[config.mk]
export PLATFORM = sky130hd
export DESIGN_NAME = rm_lane_driver
export DESIGN_NICKNAME = d
export VERILOG_FILES = /design/src/rtl/rm_lane_driver.sv
export SDC_FILE = /design/constraint.sdc
export NUM_CORES = 1
export LEC_CHECK = 0
export CAP_MARGIN = 40
export CORE_MARGIN = 2
export CORE_UTILIZATION = 45
export CTS_CLUSTER_DIAMETER = 150
export DETAILED_ROUTE_END_ITERATION = 8
export PLACE_DENSITY = 0.79
export SLEW_MARGIN = 20
export SYNTH_ARGS = -nofsm -noshare
export SYNTH_HDL_FRONTEND = slang
export SYNTH_SLANG_ARGS = --single-unit
[constraint.sdc]
create_clock -name clk_i -period 3.4 [get_ports clk_i]
set_clock_uncertainty 0.15 [all_clocks]
set_input_delay 0.68 -clock clk_i [delete_from_list [all_inputs] [get_ports clk_i]]
set_output_delay 0.68 -clock clk_i [all_outputs]
set_load 0.03 [all_outputs]
[src/rtl/rm_lane_driver.sv]
// rm_lane_driver
//   Queues event requests and replays each one as a single-cycle pulse on a
//   per-event, per-lane vector that feeds a bank of monitors. It also drives
//   timed per-lane reset pulses into those monitors.
//
// Ports
//   clk_i          rising-edge clock for all state
//   rst_ni         asynchronous active-low reset
//   evt_valid_i    event request valid
//   evt_ready_o    request accepted when valid & ready at a clock edge
//   evt_id_i       event class of the request
//   evt_lanes_i    lanes that receive the event pulse
//   flush_i        lane-reset request, sampled each cycle
//   flush_lanes_i  lanes to reset
//   lane_vector_o  registered event pulses, [event][lane]
//   lane_reset_o   registered per-lane reset
//   drop_cnt_o     saturating count of malformed requests
//   busy_o         queue non-empty or a lane reset is in progress
module rm_lane_driver #(
    parameter int NUM_LANES  = 5,
    parameter int NUM_EVENTS = 10,
    parameter int FIFO_DEPTH = 4,
    parameter int RST_CYCLES = 2
) (
    input  logic                                  clk_i,
    input  logic                                  rst_ni,
    input  logic                                  evt_valid_i,
    output logic                                  evt_ready_o,
    input  logic [$clog2(NUM_EVENTS)-1:0]         evt_id_i,
    input  logic [NUM_LANES-1:0]                  evt_lanes_i,
    input  logic                                  flush_i,
    input  logic [NUM_LANES-1:0]                  flush_lanes_i,
    output logic [NUM_EVENTS-1:0][NUM_LANES-1:0]  lane_vector_o,
    output logic [NUM_LANES-1:0]                  lane_reset_o,
    output logic [15:0]                           drop_cnt_o,
    output logic                                  busy_o
);

    localparam int ID_W  = $clog2(NUM_EVENTS);
    localparam int AW    = $clog2(FIFO_DEPTH);
    localparam int PW    = AW + 1;
    localparam int CNT_W = $clog2(RST_CYCLES + 1);

    localparam logic [ID_W:0]      NUM_EVENTS_W = (ID_W + 1)'(NUM_EVENTS);
    localparam logic [CNT_W-1:0]   CNT_RELOAD   = CNT_W'(RST_CYCLES);
    localparam logic [CNT_W-1:0]   CNT_ONE      = CNT_W'(1);
    localparam logic [PW-1:0]      PTR_ONE      = PW'(1);

    typedef enum logic [1:0] {
        ST_IDLE  = 2'd0,
        ST_RUN   = 2'd1,
        ST_FLUSH = 2'd2
    } state_t;

    typedef struct packed {
        logic [ID_W-1:0]      id;
        logic [NUM_LANES-1:0] lanes;
    } entry_t;

    state_t                               state_reg, state_next;
    logic [PW-1:0]                        wr_ptr_reg, wr_ptr_next;
    logic [PW-1:0]                        rd_ptr_reg, rd_ptr_next;
    logic [CNT_W-1:0]                     cnt_reg, cnt_next;
    logic [NUM_LANES-1:0]                 lane_reset_reg, lane_reset_next;
    logic [NUM_EVENTS-1:0][NUM_LANES-1:0] lane_vector_reg, lane_vector_next;
    logic [15:0]                          drop_cnt_reg;
    logic                                 ready_reg;

    entry_t mem_reg [FIFO_DEPTH];
    entry_t head_entry;

    logic [PW-1:0] count;
    logic          empty;
    logic          full_next;
    logic          accept;
    logic          evt_bad;
    logic          push;
    logic          pop;
    logic          remain;

    // ---------------------------------------------------------------
    // Request side
    // ---------------------------------------------------------------
    assign accept  = evt_valid_i & ready_reg;
    assign evt_bad = ({1'b0, evt_id_i} >= NUM_EVENTS_W) || (evt_lanes_i == '0);
    assign push    = accept & ~evt_bad;

    // ---------------------------------------------------------------
    // FIFO bookkeeping; the extra pointer bit separates full from empty
    // ---------------------------------------------------------------
    assign count       = wr_ptr_reg - rd_ptr_reg;
    assign empty       = (wr_ptr_reg == rd_ptr_reg);
    assign pop         = (state_reg == ST_RUN) && !empty;
    assign head_entry  = mem_reg[rd_ptr_reg[AW-1:0]];
    assign wr_ptr_next = wr_ptr_reg + {{(PW-1){1'b0}}, push};
    assign rd_ptr_next = rd_ptr_reg + {{(PW-1){1'b0}}, pop};
    assign full_next   = (wr_ptr_next[AW] != rd_ptr_next[AW]) &&
                         (wr_ptr_next[AW-1:0] == rd_ptr_next[AW-1:0]);

    // Entries left after this cycle's pop, ignoring this cycle's push. An
    // entry pushed into an otherwise drained queue waits one cycle in IDLE,
    // which keeps the accept-to-pulse latency at two cycles.
    assign remain = pop ? (count != PTR_ONE) : !empty;

    always_ff @(posedge clk_i) begin
        if (push) begin
            mem_reg[wr_ptr_reg[AW-1:0]] <= {evt_id_i, evt_lanes_i};
        end
    end

    // ---------------------------------------------------------------
    // Pulse decode: one row per event class
    // ---------------------------------------------------------------
    generate
        for (genvar gi = 0; gi < NUM_EVENTS; gi++) begin : g_decode
            assign lane_vector_next[gi] =
                (pop && (head_entry.id == ID_W'(gi))) ? head_entry.lanes : '0;
        end
    endgenerate

    // ---------------------------------------------------------------
    // Control FSM
    // ---------------------------------------------------------------
    always_comb begin
        state_next      = state_reg;
        cnt_next        = cnt_reg;
        lane_reset_next = lane_reset_reg;
        unique case (state_reg)
            ST_IDLE, ST_RUN: begin
                // A pop in this cycle still completes; flush takes over next.
                if (flush_i) begin
                    state_next      = ST_FLUSH;
                    cnt_next        = CNT_RELOAD;
                    lane_reset_next = flush_lanes_i;
                end else begin
                    state_next = remain ? ST_RUN : ST_IDLE;
                end
            end
            ST_FLUSH: begin
                if (flush_i) begin
                    // Re-flush widens the active mask and restarts the timer.
                    cnt_next        = CNT_RELOAD;
                    lane_reset_next = lane_reset_reg | flush_lanes_i;
                end else if (cnt_reg == CNT_ONE) begin
                    state_next      = empty ? ST_IDLE : ST_RUN;
                    cnt_next        = '0;
                    lane_reset_next = '0;
                end else begin
                    cnt_next = cnt_reg - CNT_ONE;
                end
            end
            default: begin
                state_next      = ST_IDLE;
                cnt_next        = '0;
                lane_reset_next = '0;
            end
        endcase
    end

    always_ff @(posedge clk_i or negedge rst_ni) begin
        if (!rst_ni) begin
            state_reg       <= ST_IDLE;
            wr_ptr_reg      <= '0;
            rd_ptr_reg      <= '0;
            cnt_reg         <= '0;
            lane_reset_reg  <= '0;
            lane_vector_reg <= '0;
            drop_cnt_reg    <= '0;
            ready_reg       <= 1'b0;
        end else begin
            state_reg       <= state_next;
            wr_ptr_reg      <= wr_ptr_next;
            rd_ptr_reg      <= rd_ptr_next;
            cnt_reg         <= cnt_next;
            lane_reset_reg  <= lane_reset_next;
            lane_vector_reg <= lane_vector_next;
            // Ready tracks the post-edge fullness, so a pop never frees a
            // slot for a push in the same cycle.
            ready_reg       <= !full_next;
            if (accept && evt_bad && (drop_cnt_reg != 16'hFFFF)) begin
                drop_cnt_reg <= drop_cnt_reg + 16'd1;
            end
        end
    end

    assign evt_ready_o   = ready_reg;
    assign lane_vector_o = lane_vector_reg;
    assign lane_reset_o  = lane_reset_reg;
    assign drop_cnt_o    = drop_cnt_reg;
    assign busy_o        = !empty || (state_reg == ST_FLUSH);

endmodule

==> flow_summary_export.csv <==
group,metric,value,unit
status,status,"finished, final reports clean",
pwr,pwr-share-seq,37.2,%
setup_path,cp-start-kind,"register",
yosys,synth_seq_cells,118,
detailed_routing,totalWireLength,9703,um
clocking,ctsRootBufferMaster,"clkbuf_8",
yosys,synth-edff-count,36,
finish,largest_register_ffs,50,
global_route,use_met2,30.80,%
yosys,syn-cell-area,0.004588,mm2
sta,slew_headroom,37.93,%
setup_path,path_max_fanout,3,
placement,placed_cell_area,0.005670,mm2
die,core_area,0.009819,mm2
sta,grt_setup_unrepaired,"false",
clocking,cts_setup_buffers,0,
yosys,syn-num-nets,371,
clocking,cts_buffers,17,
sta,fin_crit_sh,93.01,%
clocking,h-tree-depth,4,
global_route,antenna_found_initial,0,
clocking,cts.repair.resized,0,
yosys,async_flop_share,69.49,%
finish,final_area,0.006301,mm2
die,pin_count,91,
finish,nets,479,
detailed_routing,drtAntennaViolNets,0,
placement,place_congestion,0.7819,
global_route,grt_use_met3,6.363,%
placement,post-dp-hpwl,6505,um
placement,numPortBuffers,90,
yosys,ys_types,40,
pwr,comb_power_share,24.4,%
pwr,swShare,31.64,%
detailed_routing,drt_first_pass_iters,4,
clocking,cts_tree,"done",
die,fp.dieW,105.0,um
yosys,syn-instance-count,344,
detailed_routing,routedWlPerCell,16.23,um
setup_path,cp.required,2.57,ns
sta,maxSlewViolCount,0,
detailed_routing,vias,3070,
global_route,grt_pass1_wl,16240,um
sta,setup_viol,0,
finish,antenna_cells,0,
sta,fin_crit,3.162,ns
pwr,clockPowerShare,38.5,%
die,dieArea,0.01102,mm2
finish,syn_to_final_growth,37.33,%
clocking,clock_sinks,118,
yosys,avgSynthCellArea,13.34,um2
pwr,p_sw,1518,uW
global_route,top_usage_layer,"met2",
pwr,vdd_drop_max,0.0004135,V
global_route,grt_pass1_vias,3194,
finish,final_layout_size_suffix_gt1_share,11.83,%
die,initial_core_util,46.73,%
clocking,clk_latency,0.52,ns
sta,tns,0,ns
clocking,hold_buffers,1,
clocking,cts.path.max_buffers,2,
clocking,clkTransAtPathRegs,0.06,ns
detailed_routing,first_iter_violations,124,
yosys,synthFlopType,"dfrtp_1",
finish,nFillCells,747,
die,num_rows,36,
global_route,grt_max_degree,44,
yosys,synth_seq_area_share,68.28,%
global_route,overflow,0,
sta,final_hold_viol_count,0,
global_route,use_met1,23.95,%
detailed_routing,vias_per_cell,5.134,
sta,worstMarginPinSlew,0.9248,ns
pwr,leakage,0.002687,uW
hold_path,holdCritPathClass,"register to register",
run,maxCapViolCount,0,
setup_path,crit_path_end_kind,"output pin",
setup_path,crit_type,"register to output pin",
detailed_routing,drc_errors,0,
pwr,power_density,761.5,mW/mm2
pwr,intPower,3280,uW
die,die_h,105.0,um
global_route,grt_usage,19.04,%
setup_path,arrival,2.33,ns
sta,fmax,316.2,MHz
yosys,synth.yosys.warnings,0,
==> layer usage <==
metal	up-vias	routed length, um
li1	1431	-
met1	1493	4144
met2	128	4813
met3	18	590
met4	0	154
met5	-	0
==> logic make-up after synthesis <==
kind of cell	share of synthesized area [%]
fa+ha+maj	2.618
simple gates	14.56
mux	5.209
flops	68.28
compound gates	3.981
buf+inv	1.527
xor+xnor	3.818
==> through the flow <==
| step | instances | power (uW) | hold slack, ns | worst slack [ns] | util, % |
|---|---|---|---|---|---|
| after floorplan | 344 | 2563 | 0.2344 | 0.6255 | - |
| after global placement | 564 | 2920 | 0.3426 | 0.2957 | 57.54 |
| after detailed placement | 565 | 2968 | 0.3488 | 0.1196 | 57.75 |
| after CTS | 598 | 4822 | 0.3655 | 0.2197 | 64.17 |
| after global routing | 598 | 5020 | 0.3718 | 0.1274 | 64.17 |
| final | 598 | 4798 | 0.3634 | 0.2378 | 64.17 |
==> critical path, stage by stage, from the launching register on <==
cell and delay (ns):
dfrtp_1 0.37, inv_1 0.10, ha_1 0.38, nand2_1 0.10, nor2_1 0.18, nand2_1 0.08, clkdlybuf4s50_1 0.61
==> layout by cell type (no fill, tap or decap), drive strengths merged, types with 2 or more instances in the layout <==
| cell type | count |
|---|---|
| clkdlybuf4s50 | 89 |
| dfrtp | 82 |
| nor2 | 67 |
| edfxtp | 36 |
| clkbuf | 19 |
| nand2 | 18 |
| xor2 | 14 |
| inv | 12 |
| nor3 | 11 |
| a21oi | 11 |
| nand3 | 8 |
| ha | 8 |
| mux2 | 7 |
| mux2i | 7 |
| buf | 7 |
| xnor2 | 6 |
| nor4 | 6 |
| o21ai | 5 |
| mux4 | 4 |
| nand3b | 4 |
| nand4 | 4 |
| a211oi | 3 |
| nor3b | 3 |
| and3 | 3 |
| clkinvlp | 3 |
| bufinv | 3 |
| clkinv | 3 |
| o21a | 2 |
| nand2b | 2 |
| o2111a | 2 |
| or2 | 2 |
| or4b | 2 |
| nand4b | 2 |
| nor4b | 2 |
==> cell usage after synthesis (3+ instances only) <==
cell	instances	share of area (%)
dfrtp_1	82	45
nor2_1	67	5.5
edfxtp_1	36	24
nand2_1	18	1.5
xor2_1	14	2.7
a21oi_1	11	1.2
nor3_1	11	1.2
ha_1	8	2.2
inv_1	8	0.65
nand3_1	8	0.87
mux2_2	7	1.7
mux2i_1	7	1.5
xnor2_1	6	1.1
clkbuf_1	5	0.41
nor4_1	5	0.68
o21ai_1	5	0.55
mux4_2	4	2.0
nand3b_1	4	0.65
a211oi_1	3	0.49
and3_1	3	0.41
nand4_1	3	0.41
nor3b_1	3	0.49
==> power groups by stage <==
stage          logic (uW)  registers (uW)  clock network, uW
2_1_floorplan         655            1910                  0
3_3_place_gp         1120            1800                  0
3_5_place_dp         1160            1800                  0
4_1_cts              1180            1780               1860
5_1_grt              1280            1810               1930
6_report             1170            1780               1850
==> cell type report <==
class | count | area, um2 | area share (%)
sequential | 118 | 3133 | 49.72
multi-input combinational | 210 | 1385 | 21.98
tap | 133 | 166.4 | 2.641
timing repair buffer | 97 | 965.9 | 15.33
clock buffer | 19 | 452.9 | 7.188
clock inverter | 13 | 167.7 | 2.661
inverter | 8 | 30.03 | 0.4766
==> worst paths after layout <==
check | from | end | slack, ns | cells past startpoint
max reg2reg | wr_ptr_reg[0]$_DFF_PN0_ | evt_ready_o$_DFF_PN0_ | 0.83 | 10
min | drop_cnt_o[7]$_DFFE_PN0P_ | drop_cnt_o[7]$_DFFE_PN0P_ | 0.36 | 1
max | wr_ptr_reg[0]$_DFF_PN0_ | busy_o | 0.24 | 6
max in group asynchronous | rst_ni | evt_ready_o$_DFF_PN0_ | 1.97 | 3
min in group asynchronous | rst_ni | lane_vector_o[1]$_DFF_PN0_ | 0.53 | 2
min reg2reg | drop_cnt_o[7]$_DFFE_PN0P_ | drop_cnt_o[7]$_DFFE_PN0P_ | 0.36 | 1
Note: power is estimated with default switching activity, not from simulation.
